**src/rtl/net_tx_pkg.sv**
```systemverilog
// Shared types and defaults for the network TX arbiter slice.
package net_tx_pkg;

    typedef enum logic {
        IDLE  = 1'b0,
        BURST = 1'b1
    } arb_state_e;

    localparam int DATA_W_DEF = 64;
    localparam int KEEP_W_DEF = DATA_W_DEF / 8;
    localparam int RL_W       = 8;

    typedef struct packed {
        logic [RL_W-1:0] inc;
        logic [RL_W-1:0] period;
        logic [RL_W-1:0] size;
    } rl_cfg_t;

endpackage

```
**src/rtl/net_token_bucket.sv**
```systemverilog
// Token-bucket rate limiter: periodic refill, one token per transferred beat,
// saturating at the configured capacity. A capacity of 0 bypasses the limiter.
module net_token_bucket
    import net_tx_pkg::*;
(
    input  logic            clock,
    input  logic            reset,
    input  logic [RL_W-1:0] inc,
    input  logic [RL_W-1:0] period,
    input  logic [RL_W-1:0] size,
    input  logic            consume,
    output logic            can_send,
    output logic [RL_W-1:0] tokens
);

    logic [RL_W-1:0] r_period_cnt;
    logic [RL_W-1:0] r_tokens;

    logic            w_refill;
    logic            w_consume;
    logic            w_bypass;
    logic [RL_W:0]   w_sum;
    logic [RL_W:0]   w_tokens_nxt;

    always_comb begin
        w_bypass  = (size == '0);
        w_refill  = (r_period_cnt == period);
        w_consume = consume && !w_bypass;
        // One bit of headroom so refill on a nearly full bucket cannot wrap
        w_sum     = {1'b0, r_tokens} - {{RL_W{1'b0}}, w_consume}
                  + (w_refill ? {1'b0, inc} : '0);
        if (w_bypass) begin
            w_tokens_nxt = '0;
        end else if (w_sum > {1'b0, size}) begin
            w_tokens_nxt = {1'b0, size};
        end else begin
            w_tokens_nxt = w_sum;
        end
    end

    always_ff @(posedge clock or negedge reset) begin
        if (!reset) begin
            r_period_cnt <= '0;
            r_tokens     <= '0;
        end else begin
            r_period_cnt <= w_refill ? '0 : r_period_cnt + 1'b1;
            r_tokens     <= w_tokens_nxt[RL_W-1:0];
        end
    end

    assign can_send = w_bypass || (r_tokens != '0);
    assign tokens   = r_tokens;

endmodule

```
**src/rtl/net_tx_arbiter.sv**
```systemverilog
// Packet-level round-robin arbiter sharing one TX stream between N_PORTS sources,
// with a zero-latency pass-through mux gated by a token-bucket limiter.
module net_tx_arbiter
    import net_tx_pkg::*;
#(
    parameter int N_PORTS = 4,
    parameter int DATA_W  = DATA_W_DEF,
    parameter int KEEP_W  = KEEP_W_DEF
) (
    input  logic                        clock,
    input  logic                        reset,
    input  logic [N_PORTS-1:0]          in_valid,
    output logic [N_PORTS-1:0]          in_ready,
    input  logic [N_PORTS*DATA_W-1:0]   in_data,
    input  logic [N_PORTS*KEEP_W-1:0]   in_keep,
    input  logic [N_PORTS-1:0]          in_last,
    output logic                        out_valid,
    input  logic                        out_ready,
    output logic [DATA_W-1:0]           out_data,
    output logic [KEEP_W-1:0]           out_keep,
    output logic                        out_last,
    input  logic [RL_W-1:0]             rlimit_inc,
    input  logic [RL_W-1:0]             rlimit_period,
    input  logic [RL_W-1:0]             rlimit_size,
    output logic [$clog2(N_PORTS)-1:0]  grant_id,
    output logic                        busy
);

    localparam int GW = $clog2(N_PORTS);

    arb_state_e      r_state;
    arb_state_e      w_state_nxt;
    logic [GW-1:0]   r_grant;
    logic [GW-1:0]   w_grant_nxt;
    logic [GW-1:0]   r_rr_ptr;
    logic [GW-1:0]   w_rr_ptr_nxt;

    rl_cfg_t         w_rl_cfg;
    logic            w_can_send;
    logic [RL_W-1:0] w_tokens;
    logic            w_beat;
    logic            w_busy;
    logic            w_pick_found;
    logic [GW-1:0]   w_pick_idx;

    logic              w_sel_valid;
    logic [DATA_W-1:0] w_sel_data;
    logic [KEEP_W-1:0] w_sel_keep;
    logic              w_sel_last;

    // First requester at or after ptr, wrapping modulo N_PORTS; MSB = found
    function automatic logic [GW:0] rr_pick(input logic [N_PORTS-1:0] req,
                                            input logic [GW-1:0]      ptr);
        logic          found;
        logic [GW-1:0] idx;
        logic [GW:0]   cand;
        logic [GW-1:0] cand_idx;
        found = 1'b0;
        idx   = '0;
        for (int k = 0; k < N_PORTS; k++) begin
            cand = {1'b0, ptr} + (GW+1)'(k);
            if (cand >= (GW+1)'(N_PORTS)) begin
                cand = cand - (GW+1)'(N_PORTS);
            end
            cand_idx = cand[GW-1:0];
            if (!found && req[cand_idx]) begin
                found = 1'b1;
                idx   = cand_idx;
            end
        end
        return {found, idx};
    endfunction

    assign w_rl_cfg = '{inc: rlimit_inc, period: rlimit_period, size: rlimit_size};

    net_token_bucket u_bucket (
        .clock    (clock),
        .reset    (reset),
        .inc      (w_rl_cfg.inc),
        .period   (w_rl_cfg.period),
        .size     (w_rl_cfg.size),
        .consume  (w_beat),
        .can_send (w_can_send),
        .tokens   (w_tokens)
    );

    assign {w_pick_found, w_pick_idx} = rr_pick(in_valid, r_rr_ptr);
    assign w_beat = out_valid && out_ready;

    always_ff @(posedge clock or negedge reset) begin
        if (!reset) begin
            r_state  <= IDLE;
            r_grant  <= '0;
            r_rr_ptr <= '0;
        end else begin
            r_state  <= w_state_nxt;
            r_grant  <= w_grant_nxt;
            r_rr_ptr <= w_rr_ptr_nxt;
        end
    end

    always_comb begin
        w_state_nxt  = r_state;
        w_grant_nxt  = r_grant;
        w_rr_ptr_nxt = r_rr_ptr;
        case (r_state)
            IDLE: begin
                if (w_pick_found) begin
                    w_state_nxt = BURST;
                    w_grant_nxt = w_pick_idx;
                end
            end
            BURST: begin
                if (w_beat && w_sel_last) begin
                    w_state_nxt  = IDLE;
                    w_rr_ptr_nxt = (r_grant == GW'(N_PORTS - 1)) ? '0 : r_grant + 1'b1;
                end
            end
            default: w_state_nxt = IDLE;
        endcase
    end

    always_comb begin
        w_sel_valid = 1'b0;
        w_sel_data  = '0;
        w_sel_keep  = '0;
        w_sel_last  = 1'b0;
        for (int i = 0; i < N_PORTS; i++) begin
            if (r_grant == GW'(i)) begin
                w_sel_valid = in_valid[i];
                w_sel_data  = in_data[i*DATA_W +: DATA_W];
                w_sel_keep  = in_keep[i*KEEP_W +: KEEP_W];
                w_sel_last  = in_last[i];
            end
        end

        w_busy    = (r_state == BURST);
        out_valid = w_busy && w_sel_valid && w_can_send;
        out_data  = w_busy ? w_sel_data : '0;
        out_keep  = w_busy ? w_sel_keep : '0;
        out_last  = w_busy && w_sel_last;

        for (int i = 0; i < N_PORTS; i++) begin
            in_ready[i] = w_busy && (r_grant == GW'(i)) && out_ready && w_can_send;
        end

        grant_id = r_grant;
        busy     = w_busy;
    end

endmodule

```
**config.mk**
```make
export PLATFORM = sky130hd
export DESIGN_NAME = net_tx_arbiter
export DESIGN_NICKNAME = d
export VERILOG_FILES = /design/src/rtl/net_tx_pkg.sv /design/src/rtl/net_token_bucket.sv /design/src/rtl/net_tx_arbiter.sv
export SDC_FILE = /design/constraint.sdc
export NUM_CORES = 1
export LEC_CHECK = 0
export ABC_CLOCK_PERIOD_IN_PS = 5800
export CAP_MARGIN = 10
export CORE_AREA = 2 2 156 158
export DETAILED_ROUTE_END_ITERATION = 8
export DIE_AREA = 0 0 158 160
export PLACE_DENSITY = 0.54
export SYNTH_ARGS = -nofsm -noshare
export SYNTH_HDL_FRONTEND = slang
export SYNTH_SLANG_ARGS = --single-unit
```
**constraint.sdc**
```tcl
create_clock -name clock -period 5.8 [get_ports clock]
set_clock_uncertainty 0.1 [all_clocks]
set_input_delay 1.16 -clock clock [delete_from_list [all_inputs] [get_ports clock]]
set_output_delay 1.16 -clock clock [all_outputs]
set_load 0.02 [all_outputs]
```
==> flow_metrics.tcl <==
set metrics [dict create \
    grt_pass1_vias 6271 \
    cts_max_path_buffers 2 \
    track_usage 0.184 \
    wl_per_cell_um 18.2 \
    cp.arrival_ns 5.57 \
    cts_tree "built" \
    drv_cap 0 \
    clock-sinks 21 \
    hp-start "u_bucket.r_period_cnt[7]" \
    drv_slew 0 \
    path_clk_slew_ns 0.06 \
    drc_errors 0 \
    die_width_um 158 \
    place_worst_setup_slack_ns -0.104 \
    final_hold_viol_count 0 \
    routabilityCongestion 0.906 \
    drive_above_1_share 0.0447 \
    grt_max_degree 88 \
    rows 57 \
    utilization 0.373 \
    worst_pin_slew_ns 1.02 \
    synth_cell_types 46 \
    fin_ws_ns 0.281 \
    nets 1383 \
    holdWs_ns 0.472 \
    ys_warn_count 0 \
    die_y_um 160 \
    start_util 0.182 \
    cpMostUsedCell "ha_1" \
    cts_hold_buf 0 \
    post-route-min-period_ns 5.52 \
    cp-start-kind "primary input" \
    core_mm2 0.0238 \
    critPathKind "primary input to flop" \
    slowest_stage "or4_1" \
    cts_root_buffer "clkbuf_16" \
    hold_depth 2 \
    cp_num_buf_inv 2 \
    cts-buffers-inserted 3 \
    p_leak_nw 3.47 \
    ys_async_sr_fraction 1.00 \
    grt.overflow.total 0 \
    cts_htree_levels 1 \
    ios 404 \
    synth-seq-cells 21 \
    worstReg2RegStart "grant_id[0]" \
    fmax_mhz 181 \
    mostFrequentLayoutCell "clkdlybuf4s50_1" \
    clk_latency_ns 0.26 \
    dr.pass1.iters 5 \
    required_ns 5.85 \
    antenna_left 0 \
    grt_setup_unrepaired "false" \
    die_area_mm2 0.0253 \
    ir_drop_uv 301 \
    placed_area_mm2 0.00876 \
    cp_max_fo 7 \
    netlist_area_mm2 0.00435 \
    fin_crit_sh 0.952 \
    worstSetupStartpoint "rlimit_size[4]" \
    finalSetupTns_ns 0 \
    layout_common_cells "clkdlybuf4s50_1 (403), nor2_1 (90), a21oi_1 (87), nor2b_1 (75), nor3_1 (73)" \
    first_iter_violations 271 \
    synth_nets 1010 \
    status "finished, final reports clean" \
    cp-end-kind "flop" \
    drt-total-wl_um 24700 \
    io_buffer_count 403 \
    ys_seq_area_frac 0.121 \
    syn-mean-instance-area_um2 6.62 \
    routed-via-count 6294 \
    crit_chain "clkdlybuf4s50_1, or4_1, o211ai_4, and2_1, nor3b_1, ha_1, inv_1, ha_1, fa_1, a211oi_1, o21ai_0, xor2_1, ha_1, and3_1, nor2b_1, o2bb2ai_1, o22ai_4, mux2_2" \
    setup_violations 0 \
    synth_edf_count 0 \
    critPathTopFamily "simple AND/OR/NAND/NOR gates" \
    grt_pass1_wl_um 36400 \
    cp.depth 18 \
    hold_class "flop to flop" \
    place_hpwl_um 19700 \
    critical_path.max_stage_delay_ns 0.62 \
    ys.flop_type "dfrtp_1" \
    cellPowerDensity_mw_per_mm2 574 \
    area_delta_synth_final_pct 104 \
    synthCells 657 \
    viasPerCell 4.64 \
    worst-r2r-cell-count 19 \
    design_area_mm2 0.00889 \
    antenna_found_initial 5 \
    slew_headroom 0.316 \
]
-- synth_stat cells (all sizes together) (11+ instances only) --
| library cell | count | area (um2) |
|---|---|---|
| nor2 | 90 | 338 |
| ha | 29 | 363 |
| nor3 | 74 | 370 |
| dfrtp | 21 | 526 |
| clkbuf | 56 | 210 |
| inv | 37 | 139 |
| o21ai | 13 | 65.1 |
| a221oi | 72 | 631 |
| nor2b | 76 | 475 |
| nand2 | 13 | 48.8 |
| xnor2 | 11 | 96.3 |
| a21oi | 87 | 435 |
-- area by class of cell --
class	count	area [um2]
diodes	4	10.0
clock buffers	3	75.1
repair buffers	428	4220
multi-input cells	539	3510
inverters	37	139
well taps	324	405
fillers	2572	14900
flip-flops and latches	21	526
clock inverters	1	5.00
-- state kept, by name (all words and copies together) (netlist names) --
| signal | cells |
|---|---|
| busy | 1 |
| u_bucket.tokens | 8 |
| u_bucket.r_period_cnt | 8 |
| r_rr_ptr | 2 |
| grant_id | 2 |
-- logic make-up (layout without fill, tap and decap cells) --
kind of cell / Yosys count / count (layout) / share of synthesized area
simple gates: 285 / 285 / 0.336
xor+xnor: 19 / 19 / 0.0383
mux: 11 / 11 / 0.0268
flops: 21 / 21 / 0.121
buf+inv: 97 / 469 / 0.0858
compound gates: 194 / 194 / 0.305
other cells: 0 / 4 / 0
fa+ha+maj: 30 / 30 / 0.0881
-- worst reg2reg max path, stage by stage, from the launching register on --
cell	delay, ns
dfrtp_1	0.50
inv_1	0.16
ha_1	0.26
nand2_1	0.08
o21ai_0	0.07
a22oi_1	0.27
nor3b_1	0.10
ha_1	0.28
inv_1	0.04
ha_1	0.21
fa_1	0.47
a211oi_1	0.20
o21ai_0	0.14
xor2_1	0.23
ha_1	0.28
and3_1	0.18
nor2b_1	0.13
o2bb2ai_1	0.17
o22ai_4	0.26
mux2_2	0.37
-- worst paths after layout --
| path | endpoint | slack [ns] |
|---|---|---|
| max | u_bucket.tokens[0] | 0.28 |
| min | u_bucket.r_period_cnt[7] | 0.47 |
| max reg2reg | u_bucket.tokens[0] | 1.20 |
| min reg2reg | u_bucket.r_period_cnt[7] | 0.47 |
| max in group asynchronous | u_bucket.r_period_cnt[0] | 3.62 |
| min in group asynchronous | u_bucket.tokens[2] | 1.36 |
-- what timing repair did --
item | CTS | global route
buffers inserted | 0 | 3
endpoints found under the setup margin | 0 | 3
gates resized for setup | 0 | 2
-- where the power goes --
part           leakage [nW]  switching, mW  internal, mW
Sequential            0.251         0.0814         0.225
Clock                0.0409         0.0597        0.0929
Combinational          3.17           2.51          2.13
Total                  3.47           2.65          2.45
-- per-stage QoR --
step,cells,total power [mW]
final,1357,5.10
after global placement,1346,4.83
after global routing,1355,5.50
after CTS,1350,4.99
after floorplan,657,2.98
after detailed placement,1346,4.83
-- metal layers --
layer | vias to the layer above | GRT usage | wire [um]
met2 | 245 | 0.323 | 12200
met4 | 2 | 0.0500 | 631
met5 | - | 0 | 13
met1 | 2854 | 0.224 | 10000
met3 | 37 | 0.0426 | 1820
li1 | 3156 | - | -
Note: power is estimated with default switching activity, not from simulation.
